===== src/rtl/ftw_est_pkg.sv =====
// Shared constants, state types and width helpers for the FTW estimator.
package ftw_est_pkg;

  localparam int MIDSCALE = 128;

  typedef enum logic {SEEK, MEASURE} acq_state_t;
  typedef enum logic {IDLE, BUSY} div_state_t;

  // Quotient width: integer FTW (lutsize+1 bits) plus 8 fraction bits.
  function automatic int QW(input int lutsize);
    return lutsize + 9;
  endfunction

endpackage


===== src/rtl/ftw_estimator_if.sv =====
// Sample-in / estimate-out bundle of the FTW estimator.
interface ftw_estimator_if #(
  parameter int lutsize = 10
);
  logic             en;
  logic [7:0]       sine;
  logic [lutsize:0] Iftw;
  logic [7:0]       Fftw;
  logic             ftw_valid;
  logic             locked;
  logic             timeout;

  modport master (output en, sine, input Iftw, Fftw, ftw_valid, locked, timeout);
  modport slave  (input en, sine, output Iftw, Fftw, ftw_valid, locked, timeout);
endinterface


===== src/rtl/seq_divider.sv =====
// Generic unsigned restoring divider, one quotient bit per cycle. The caller guarantees
// dividend >> QUOT_W < divisor, so the quotient always fits in QUOT_W bits.
module seq_divider
  import ftw_est_pkg::*;
#(
  parameter int DIVIDEND_W = 23,
  parameter int DIVISOR_W  = 24,
  parameter int QUOT_W     = 19
) (
  input  logic                  clk,
  input  logic                  rst,
  input  logic                  start_i,
  input  logic [DIVIDEND_W-1:0] dividend_i,
  input  logic [DIVISOR_W-1:0]  divisor_i,
  output logic                  busy_o,
  output logic                  done_o,
  output logic [QUOT_W-1:0]     quotient_o
);

  localparam int CW = $clog2(QUOT_W + 1);

  generate
    if (DIVIDEND_W - QUOT_W > DIVISOR_W) begin : g_bad_widths
      $error("seq_divider: dividend high part does not fit the remainder register");
    end
  endgenerate

  div_state_t           state_q, state_d;
  logic [CW-1:0]        cnt_q, cnt_d;
  logic                 done_q, done_d;
  logic [DIVISOR_W-1:0] rem_q, rem_d;
  logic [DIVISOR_W-1:0] dvs_q, dvs_d;
  logic [QUOT_W-1:0]    quo_q, quo_d;
  logic [DIVISOR_W:0]   trial;

  // NOTE: every combinational output gets a default first, so no path can infer a latch.
  always_comb begin
    state_d = state_q;
    cnt_d   = cnt_q;
    done_d  = 1'b0;
    rem_d   = rem_q;
    dvs_d   = dvs_q;
    quo_d   = quo_q;
    trial   = {rem_q, quo_q[QUOT_W-1]};
    case (state_q)
      IDLE: begin
        if (start_i) begin
          state_d = BUSY;
          cnt_d   = CW'(QUOT_W);
          rem_d   = DIVISOR_W'(dividend_i >> QUOT_W);
          dvs_d   = divisor_i;
          quo_d   = dividend_i[QUOT_W-1:0];
        end
      end
      BUSY: begin
        if (trial >= {1'b0, dvs_q}) begin
          rem_d = DIVISOR_W'(trial - {1'b0, dvs_q});
          quo_d = {quo_q[QUOT_W-2:0], 1'b1};
        end else begin
          rem_d = trial[DIVISOR_W-1:0];
          quo_d = {quo_q[QUOT_W-2:0], 1'b0};
        end
        cnt_d = cnt_q - CW'(1);
        if (cnt_q == CW'(1)) begin
          state_d = IDLE;
          done_d  = 1'b1;
        end
      end
      default: state_d = IDLE;
    endcase
  end

  // NOTE: clocked processes use non-blocking assignments so all registers update together.
  always_ff @(posedge clk) begin
    if (rst) begin
      state_q <= IDLE;
      cnt_q   <= '0;
      done_q  <= 1'b0;
    end else begin
      state_q <= state_d;
      cnt_q   <= cnt_d;
      done_q  <= done_d;
    end
  end

  // NOTE: datapath registers carry no reset; their contents only matter once done_o qualifies them.
  always_ff @(posedge clk) begin
    rem_q <= rem_d;
    dvs_q <= dvs_d;
    quo_q <= quo_d;
  end

  assign busy_o     = (state_q == BUSY);
  assign done_o     = done_q;
  assign quotient_o = quo_q;

endmodule


===== src/rtl/ftw_estimator.sv =====
// Recovers the NCO tuning word from its sine output: hysteretic rising-crossing detector,
// a back-to-back window counter over PERIODS cycles and a sequential divide to Iftw/Fftw.
module ftw_estimator
  import ftw_est_pkg::*;
#(
  parameter int lutsize = 10,
  parameter int PERIODS = 16,
  parameter int HYST    = 8,
  parameter int CNTW    = 24
) (
  input logic            clk,
  input logic            rst,
  ftw_estimator_if.slave bus
);

  localparam int QWID   = QW(lutsize);
  localparam int PCW    = (PERIODS > 1) ? $clog2(PERIODS) : 1;
  localparam int DIVD_W = PCW + lutsize + 9;
  localparam logic [DIVD_W-1:0] DIVIDEND  = DIVD_W'(PERIODS) << (lutsize + 8);
  localparam logic [7:0]        MID       = 8'(MIDSCALE);
  localparam logic [7:0]        LOW       = 8'(MIDSCALE - HYST);
  localparam logic [CNTW-1:0]   SCNT_TMO  = {CNTW{1'b1}} - CNTW'(1);
  localparam logic [CNTW-1:0]   N_MIN     = CNTW'(PERIODS);
  localparam logic [PCW-1:0]    PCNT_LAST = PCW'(PERIODS - 1);

  generate
    if ((PERIODS < 2) || ((PERIODS & (PERIODS - 1)) != 0)) begin : g_bad_periods
      $error("ftw_estimator: PERIODS must be a power of two and at least 2");
    end
    if (2 * PERIODS <= lutsize + 10) begin : g_bad_overlap
      $error("ftw_estimator: shortest window must outlast the divider latency");
    end
  endgenerate

  acq_state_t       state_q, state_d;
  logic             armed_q, armed_d;
  logic [CNTW-1:0]  scnt_q, scnt_d;
  logic [PCW-1:0]   pcnt_q, pcnt_d;
  logic             crossing, close_win, tmo_hit;
  logic             div_start, div_busy, div_done, sat_q;
  logic [CNTW-1:0]  n_win;
  logic [QWID-1:0]  div_quo;
  logic [lutsize:0] iftw_q;
  logic [7:0]       fftw_q;
  logic             valid_q, locked_q, timeout_q;

  // A crossing needs a prior sample below the hysteresis band and disarms on the same edge.
  always_comb begin
    armed_d  = armed_q;
    crossing = 1'b0;
    if (bus.en) begin
      if (armed_q && (bus.sine >= MID)) begin
        crossing = 1'b1;
        armed_d  = 1'b0;
      end else if (bus.sine < LOW) begin
        armed_d = 1'b1;
      end
    end
  end

  always_ff @(posedge clk) begin
    if (rst) begin
      state_q <= SEEK;
      armed_q <= 1'b0;
      scnt_q  <= '0;
      pcnt_q  <= '0;
    end else begin
      state_q <= state_d;
      armed_q <= armed_d;
      scnt_q  <= scnt_d;
      pcnt_q  <= pcnt_d;
    end
  end

  always_comb begin
    state_d = state_q;
    scnt_d  = scnt_q;
    pcnt_d  = pcnt_q;
    case (state_q)
      SEEK: begin
        if (crossing) begin
          state_d = MEASURE;
          scnt_d  = '0;
          pcnt_d  = '0;
        end
      end
      MEASURE: begin
        if (close_win) begin
          scnt_d = '0;
          pcnt_d = '0;
        end else if (tmo_hit) begin
          state_d = SEEK;
          scnt_d  = '0;
          pcnt_d  = '0;
        end else if (bus.en) begin
          scnt_d = scnt_q + CNTW'(1);
          if (crossing) pcnt_d = pcnt_q + PCW'(1);
        end
      end
      default: state_d = SEEK;
    endcase
  end

  // Timeout fires on the sample that would bring scnt to all ones; a closing crossing wins.
  always_comb begin
    close_win = (state_q == MEASURE) && crossing && (pcnt_q == PCNT_LAST);
    tmo_hit   = (state_q == MEASURE) && bus.en && !close_win && (scnt_q == SCNT_TMO);
    n_win     = scnt_q + CNTW'(1);
    div_start = close_win && !div_busy;
  end

  seq_divider #(
    .DIVIDEND_W (DIVD_W),
    .DIVISOR_W  (CNTW),
    .QUOT_W     (QWID)
  ) u_div (
    .clk        (clk),
    .rst        (rst),
    .start_i    (div_start),
    .dividend_i (DIVIDEND),
    .divisor_i  (n_win),
    .busy_o     (div_busy),
    .done_o     (div_done),
    .quotient_o (div_quo)
  );

  // Windows shorter than PERIODS would overflow the quotient, so they saturate instead.
  always_ff @(posedge clk) begin
    if (rst)            sat_q <= 1'b0;
    else if (div_start) sat_q <= (n_win < N_MIN);
  end

  always_ff @(posedge clk) begin
    if (rst) begin
      iftw_q    <= '0;
      fftw_q    <= '0;
      valid_q   <= 1'b0;
      locked_q  <= 1'b0;
      timeout_q <= 1'b0;
    end else begin
      valid_q <= 1'b0;
      if (div_done) begin
        {iftw_q, fftw_q} <= sat_q ? {QWID{1'b1}} : div_quo;
        valid_q   <= 1'b1;
        locked_q  <= 1'b1;
        timeout_q <= 1'b0;
      end else if (tmo_hit) begin
        iftw_q    <= '0;
        fftw_q    <= '0;
        valid_q   <= 1'b1;
        locked_q  <= 1'b0;
        timeout_q <= 1'b1;
      end
    end
  end

  assign bus.Iftw      = iftw_q;
  assign bus.Fftw      = fftw_q;
  assign bus.ftw_valid = valid_q;
  assign bus.locked    = locked_q;
  assign bus.timeout   = timeout_q;

endmodule


===== src/flat_wrapper.sv =====
// flat-port wrapper written by rule: the top's interface ports become plain ports
module ftw_estimator_flat import ftw_est_pkg::*;
#(
  parameter int lutsize = 10,
  parameter int PERIODS = 16,
  parameter int HYST    = 8,
  parameter int CNTW    = 24
)
  (clk, rst, bus_en, bus_sine, bus_Iftw, bus_Fftw, bus_ftw_valid, bus_locked, bus_timeout);
  ftw_estimator_if #(.lutsize(lutsize)) bus_i ();
  input logic clk;
  input logic rst;
  input wire logic [$bits(bus_i.en)-1:0] bus_en;
  input wire logic [$bits(bus_i.sine)-1:0] bus_sine;
  output wire logic [$bits(bus_i.Iftw)-1:0] bus_Iftw;
  output wire logic [$bits(bus_i.Fftw)-1:0] bus_Fftw;
  output wire logic [$bits(bus_i.ftw_valid)-1:0] bus_ftw_valid;
  output wire logic [$bits(bus_i.locked)-1:0] bus_locked;
  output wire logic [$bits(bus_i.timeout)-1:0] bus_timeout;
  assign bus_i.en = bus_en;
  assign bus_i.sine = bus_sine;
  assign bus_Iftw = bus_i.Iftw;
  assign bus_Fftw = bus_i.Fftw;
  assign bus_ftw_valid = bus_i.ftw_valid;
  assign bus_locked = bus_i.locked;
  assign bus_timeout = bus_i.timeout;
  ftw_estimator #(.lutsize(lutsize), .PERIODS(PERIODS), .HYST(HYST), .CNTW(CNTW)) u_core (.clk(clk), .rst(rst), .bus(bus_i));
endmodule

===== config.mk =====
export PLATFORM = sky130hd
export DESIGN_NAME = ftw_estimator_flat
export DESIGN_NICKNAME = d
export VERILOG_FILES = /design/src/rtl/ftw_est_pkg.sv /design/src/rtl/ftw_estimator_if.sv /design/src/rtl/seq_divider.sv /design/src/rtl/ftw_estimator.sv /design/src/flat_wrapper.sv
export SDC_FILE = /design/constraint.sdc
export NUM_CORES = 1
export LEC_CHECK = 0
export ABC_AREA = 0
export BUFFER_PORTS_ARGS = -buffer_cell sky130_fd_sc_hd__buf_2
export CORE_UTILIZATION = 65
export DETAILED_ROUTE_END_ITERATION = 10
export PLACE_DENSITY = 0.91
export SYNTH_ARGS = -nofsm -noshare
export SYNTH_HDL_FRONTEND = slang
export SYNTH_SLANG_ARGS = --single-unit

===== constraint.sdc =====
create_clock -name clk -period 6.42 [get_ports clk]
set_input_delay 0.321 -clock clk [delete_from_list [all_inputs] [get_ports clk]]
set_output_delay 0.321 -clock clk [all_outputs]
set_load 0.02 [all_outputs]

==> run summary, run 1 <==
The flow ran to the end, and the final reports show no timing, DRC or antenna violations. The final number of max-transition violations was 0; the vias after detailed routing was 5384. Along the worst path, the maximum fanout reaches 27. Once detail routing completed, the nets flagged for antenna violations numbered 0.

Summed over all layers, the global routing overflow is 0. The logs give 3.03 nW for the leakage power total and 0 for the antenna diode count. TritonCTS built the clock tree.

The average size of a mapped cell came out at 9.87 um^2. For the all-layer global routing usage, the log shows 31.0%. The critical path goes through ha_1 -> and2_1 -> nand2_1 -> nor3_4 -> a21oi_4 -> o21ai_4 -> nand2_2 -> o32ai_2. The first global-routing pass estimated 24900 um of wire. The tool flagged a number of max-cap violations equal to 0.

Number of cell rows: 36. The pre-antenna-repair detailed-routing pass consisted of 5 iterations. For this run, design rule violations remaining after detail routing come to 0. 33 I/O pins were placed. Normalized max-slew margin: 32.0%. The top cell types in the final layout, fill and taps aside, are 92 x nor2_1, 67 x edfxtp_1, 60 x dfxtp_1. The worst min-delay path category is primary input to register. Placed cell area: 6890 um^2. The routed design has 15500 um of wire. For the final routed database, the setup TNS stands at 0 ps. The tools report the maximum VDD drop as 0.229 mV. For the clock net sink count, the log shows 127.

The tools report the hold violation count in the final report as 0. For the worst-skew pair, the clock arrives at the later sink with an insertion delay of 530 ps. Main flop type after synthesis: edfxtp_1.

Of all flip-flops after synthesis, the portion carrying an async set or reset was 0%. Once layout is complete, the cells apart from fillers number 845. Synthesis produced 677 cells.

From left edge to right edge, the die measures 103 um. Once layout is done, the placed cells without fillers occupy 7460 um^2. The tools report the netlist area before placement as 6680 um^2. Cell type group with the largest total delay on the critical path: compound AO/OA/AOI/OAI gates.

The tools report the achievable clock frequency as 313 MHz. Final clock skew: 6.51 ps. The critical path contains buffers and inverters numbering 0 combined.

The initial utilization of the core area, before any placement, comes to 67.8%. At the pin with the least slew margin, the transition time is 1020 ps. The synthesized design contains 67 enable-type register cells. The floorplan core area is 9860 um^2.

The layout net count was 740; the clock transition time at the flip-flop clock pins of the worst setup and hold paths was 60 ps. The classification of the worst setup path is register to register. The largest individual stage delay along the critical path comes from the cell o21ai_4. After synthesis, the netlist uses 66 different library cells.

The worst setup path is captured at a register. Dividing total power by cell area gives a power density of 239 nW/um^2. Once layout is complete, the utilization of the core stands at 75.6%.

The tools report the number of warnings issued by yosys as 0. STA classifies the critical path startpoint as a register. The initial antenna violation count is 0, and the via count normalized by instance count is 6.37. The number of setup violations in the final report is 0. After clock tree synthesis, the repair step resized 0 gates. Setup repair after global routing left no endpoint under its margin. Data arrives at the worst endpoint at 3560 ps.

The number of nets produced by synthesis came out at 718. After synthesis, the largest area contributor takes up 30.1% of total cell area. The smallest clock period supported by the final layout is computed as 3200 ps.

The placer congestion estimate was 0.882. Sequential elements use 48.1% of the synthesized area. Sorting the synthesized cells by area gives the leading types as edfxtp_1 30%, dfxtp_1 18%, ha_1 5.4%. The post-route netlist has 11.7% of its cells at a drive strength greater than 1. The via count of the first global-routing pass is 5134, and the violation count after the first detailed-route iteration is 424. Entering global routing, the biggest net connects 46 pins. The tools report the register-to-register setup slack as 3220 ps. The floorplan step defined a die boundary enclosing 10700 um^2. The count of state elements after synthesis is 127, and the HPWL after detailed placement is 9940 um. Leaving out fill and tap cells, the most frequent cell in the layout is nor2_1. The area growth from synthesis to layout is 11.6%. The number of instances in the placed design came out at 812. Data on the critical path is required at its endpoint by 6780 ps. The tools report the cell at the root of the clock tree as clkbuf_8.

Port buffering added 29 buffers. The die boundary height is 103 um. The worst path uses 49.8% of the clock period. The logs give 4 for the total number of H-tree levels and 17 for the number of buffers created by CTS. The routed length per instance came out at 18.4 um. Summed over all instances, the cell type with the most area after synthesis is edfxtp_1. The clock passes through at most 2 buffers.

In this design, the stage delay of the slowest critical-path cell is 790 ps.
==> worst register-to-register path, cell delays in order, from the launching register on <==
cell and delay [ps]:
edfxtp_1 420, ha_1 410, and2_1 340, nand2_1 140
nor3_4 240, a21oi_4 120, o21ai_4 790, nand2_2 260
o32ai_2 300
==> report_power, final <==
| part | internal, W | leakage, nW | switching (W) |
|---|---|---|---|
| Sequential | 0.000847 | 1.24 | 0.000000929 |
| Combinational | 0.00000502 | 1.52 | 0.0000136 |
| Clock | 0.000551 | 0.270 | 0.000365 |
| Total | 0.00140 | 3.03 | 0.000379 |
==> area by class of cell <==
cell class	count	area, um^2
clock inverters	14	141
fillers	579	2400
inverters	45	169
well taps	133	166
repair buffers	34	185
flip-flops and latches	127	3210
multi-input cells	474	3170
clock buffers	18	418
==> Yosys cell counts, types with 12 or more instances <==
cell type,count
xnor2_1,25
nand4_1,14
mux2i_1,14
nand3_1,15
ha_1,29
edfxtp_1,67
o21ai_0,23
a22oi_1,15
a21oi_1,34
clkbuf_1,22
and2_1,20
o2bb2ai_1,20
nand2_1,30
dfxtp_1,60
xor2_1,12
inv_1,45
nor3_1,12
nor2_1,92
==> cell families (layout without fill, tap and decap cells) <==
logic type	after synthesis	count (layout)	synth area share, %
xor gates and xnor gates	37	37	4.85
AOI/OAI and AO/OA	156	156	16.6
DFF	127	127	48.1
adders and majority gates	30	30	5.73
buffers and inverters	76	111	4.62
and+or+nand+nor	237	237	18.0
muxes	14	14	2.10
==> sequential cells by signal (all words and copies together) (netlist names) <==
signal,cells
u_core.u_div.rem_q,24
u_core.u_div.done_o,1
u_core.bus.Iftw,11
u_core.bus.ftw_valid,1
u_core.pcnt_q,4
u_core.u_div.dvs_q,24
u_core.bus.timeout,1
u_core.sat_q,1
u_core.armed_q,1
u_core.u_div.busy_o,1
u_core.bus.locked,1
u_core.u_div.quotient_o,19
u_core.state_q,1
u_core.scnt_q,24
u_core.u_div.cnt_q,5
u_core.bus.Fftw,8
==> repair_timing <==
action                                  in CTS  in global routing
endpoints found under the setup margin       0                  0
hold buffers                                 1                  0
hold endpoints to repair                     1                  0
setup buffers                                0                  0
==> final timing paths <==
path | from | endpoint | cells past startpoint
min | bus_en | u_core.armed_q | 2
max reg2reg | u_core.u_div.rem_q[14] | u_core.u_div.rem_q[23] | 8
max | u_core.u_div.rem_q[14] | u_core.u_div.rem_q[23] | 8
min reg2reg | u_core.bus.Iftw[1] | u_core.bus.Iftw[1] | 1
==> routing by layer <==
| metal | wire length, um | global-route usage [%] | vias up |
|---|---|---|---|
| met2 | 7460 | 49.3 | 298 |
| met3 | 1180 | 8.94 | 57 |
| met4 | 552 | 15.3 | 0 |
| met1 | 6330 | 38.8 | 2539 |
| met5 | 0 | 0 | - |
| li1 | - | - | 2490 |
==> per-stage QoR <==
stage	hold WS [ps]	setup WS (ps)	total power, W
2_1_floorplan	417	3980	0.000877
3_3_place_gp	441	3380	0.000881
3_5_place_dp	442	3280	0.000883
4_1_cts	37.9	3260	0.00179
5_1_grt	49.9	3060	0.00182
6_report	58.9	3220	0.00178
Power figures use the tool's default switching activity.
==> run 2, diff against run 1 <==
--- a/config.mk
+++ b/config.mk
@@ -7,9 +7,9 @@
 export LEC_CHECK = 0
 export ABC_AREA = 0
 export BUFFER_PORTS_ARGS = -buffer_cell sky130_fd_sc_hd__buf_2
-export CORE_UTILIZATION = 65
+export CORE_UTILIZATION = 62
 export DETAILED_ROUTE_END_ITERATION = 10
-export PLACE_DENSITY = 0.91
+export PLACE_DENSITY = 0.87
 export SYNTH_ARGS = -nofsm -noshare
 export SYNTH_HDL_FRONTEND = slang
 export SYNTH_SLANG_ARGS = --single-unit
==> constraint.sdc (replaced) <==
create_clock -name clk -period 3.2 [get_ports clk]
set_input_delay 0.16 -clock clk [delete_from_list [all_inputs] [get_ports clk]]
set_output_delay 0.16 -clock clk [all_outputs]
set_load 0.02 [all_outputs]
==> run summary, run 2 (synthesis gave the netlist of run 1 again) <==
The flow ran to the end, and the final reports show no timing, DRC or antenna violations. Cells fill 72.7% of the core in the end. Derived from the worst setup path, the maximum achievable clock frequency is 335 MHz. Summed over all cells, the static leakage comes to 3.08 nW. In the finished design, the share of the clock period the worst path needs comes to 93.3%. The via count normalized by instance count was 6.20.

Leaving out filler cells and counting taps, the final layout contains 854. Setup total negative slack on the finished layout was measured at 0 ps. The run gives 0 as the number of setup buffers added after CTS. Headroom to the max-slew limit came out at 42.4%. The final number of max-transition violations was 0; the number of port buffers was 29.

The clock net sink count was 127. Global routing used 28.0% of the available tracks. The tree is rooted in a clkbuf_8.

The area occupied by multi-input gates was 3170 um^2. STA puts the critical path data arrival time at 3250 ps. Across the VDD grid, the largest voltage drop is 0.551 mV.

After detailed placement, the design holds a cell count of 819. The most frequent standard cell in the layout excluding fill and tap cells was nor2_1. Routability-driven placement finished with a final weighted congestion of 0.916. Net switching is 21.7% of the power.

For the worst flop-to-flop path, the logic depth is 10. The layout has 697 filler cells. The largest net degree at the start of global routing came out at 46. In the final layout, the share of cells above drive strength 1 is 12.5%. The number of maximum-capacitance constraint violations was 0. The worst register-to-register path begins at u_core.u_div.rem_q[9]. The largest fanout of any net on the critical path is 14.

The logs give 5107 for the via count of the first global-routing pass and 0 for the initial antenna violation count. The logs give 0 for the number of routed nets with antenna violations and 228 ps for the pre-CTS worst setup slack. The top cell types in the final layout, fill and taps aside, are 92 x nor2_1, 67 x edfxtp_1, 60 x dfxtp_1. Capture instance of the worst register-to-register path: u_core.u_div.rem_q[18]. After layout, the worst setup slack is 216 ps. The launch instance of the worst min-delay path was bus_en. The internal power summed over all cells is 0.00284 W, and the vias after detailed routing is 5291.

From synthesis to final layout, the design area changed by 12.9%. The tools report the total congestion overflow as 0. The floorplan core area is 10400 um^2, and the antenna diode count is 0.

The hold violation count in the final report came out at 0. The logs give 11200 um^2 for the die outline area and 15000 um for the total length of routed wires. The clock transition time at the flip-flop clock pins of the worst setup and hold paths came out at 70 ps. The run gives 0.000785 W as the switching power summed over all nets. The critical path is of the register to register type. TritonCTS built the clock tree. The H-tree was split into 4 levels.

The first global-routing pass estimated 24500 um of wire. The routed length per instance was 17.6 um; the critical path required time was 3460 ps. The layout net count was 746; the number of buffers on the longest clock path was 2. At the pin with the least slew margin, the transition time is 863 ps. The clock period minus final worst setup slack was 2980 ps. The run gives 8.03 ps as the final clock skew. Following the worst setup path forward leads to its endpoint at u_core.u_div.rem_q[18]. The worst min-delay path category was primary input to register. The run gives 33 as the I/O pin total. Setup violations remaining at the end of the flow were counted as 0. The die boundary height is 106 um, and the placed cell area is 6940 um^2. In this run the core area contains 37 standard-cell rows. For the register-to-register setup slack, the log shows 220 ps. The worst setup path is launched from a register. For the sequential cell fraction of total power, the log shows 47.0%.

In this run, the clock network consumes 51.9% of the power. Of the total power, combinational logic draws 1.1%. The largest registers in the layout are u_core.scnt_q: 24 flops, u_core.u_div.dvs_q: 24 flops, u_core.u_div.rem_q: 24 flops. The die is 106 um wide.

The violation count after the first detailed-route iteration came out at 438. The power density over cell area works out to 480 nW/um^2. TritonCTS created 17 clock buffers. The later pin in the worst-skew pair is clocked with a latency of 520 ps.

The HPWL after detailed placement was 9800 um; the first-pass iteration count of the detailed router was 5. In the final layout, flip-flops and latches occupy 3210 um^2. The worst setup path is captured at a register. Summing all non-filler instances in the final layout gives an area of 7540 um^2.

The most critical setup path has its startpoint at u_core.u_div.rem_q[9]. The initial utilization of the core area, before any placement, comes to 64.5%. Setup repair after global routing left no endpoint under its margin. For this run, design rule violations remaining after detail routing come to 0.
-- run 2: cell types whose count changed in the layout (fill, tap and decap cells not counted), moves of 2 or more --
cell	previous run	this run
clkinv_1	2	0
inv_6	2	5
dlygate4sd3_1	1	3
buf_4	4	7
-- run 2: how the worst min path moves through the flow --
stage | end | slack, ps | cells after the start
5_1_grt | u_core.state_q | 50 | 3
3_3_place_gp | u_core.armed_q | 370 | 2
6_report | u_core.state_q | 50 | 3
2_1_floorplan | u_core.armed_q | 260 | 1
3_5_place_dp | u_core.armed_q | 390 | 2
4_1_cts | u_core.state_q | 40 | 3
-- run 2: timing repair --
action / CTS / global route
resized for setup: 0 / 1
setup endpoints to repair: 0 / 1
hold buffers: 3 / 0
hold endpoints to repair: 4 / 0
-- run 2: layout make-up --
cell class,count,share of cell area [%]
Clock buffer,18,5.54
Clock inverter,14,2.06
Inverter,45,2.24
Tap cell,136,2.26
Sequential cell,127,42.6
Timing Repair Buffer,40,3.28
Multi-Input combinational cell,474,42.0
-- run 2: stage by stage --
stage	hold WS (ps)	power, W
6_report	55.0	0.00362
5_1_grt	52.7	0.00371
4_1_cts	42.1	0.00363
3_5_place_dp	393	0.00177
3_3_place_gp	370	0.00177
2_1_floorplan	256	0.00176
-- run 2: worst max-delay path, cell delays in order (launching register included) --
cell and delay (ps):
edfxtp_1 400, ha_1 450, a21oi_1 110, o21ai_0 260, o21ai_0 210, o21ai_4 160
a21oi_4 110, o21ai_4 480, buf_12 220, mux2i_1 260, nor2_1 60
-- run 2: power by group through the flow --
stage / sequential (W) / clock (W) / combinational, W
floorplan: 0.00174 / 0 / 0.0000228
global placement: 0.00174 / 0 / 0.0000344
detailed placement: 0.00174 / 0 / 0.0000357
CTS: 0.00170 / 0.00189 / 0.0000390
global route: 0.00170 / 0.00196 / 0.0000434
finish: 0.00170 / 0.00188 / 0.0000400
-- run 2: routing by layer --
| metal | track usage (%) | wire, um | vias up |
|---|---|---|---|
| met3 | 7.73 | 935 | 41 |
| met1 | 34.0 | 6320 | 2530 |
| met2 | 47.8 | 7470 | 212 |
| met4 | 9.52 | 312 | 0 |
| li1 | - | - | 2508 |
| met5 | 0 | 0 | - |
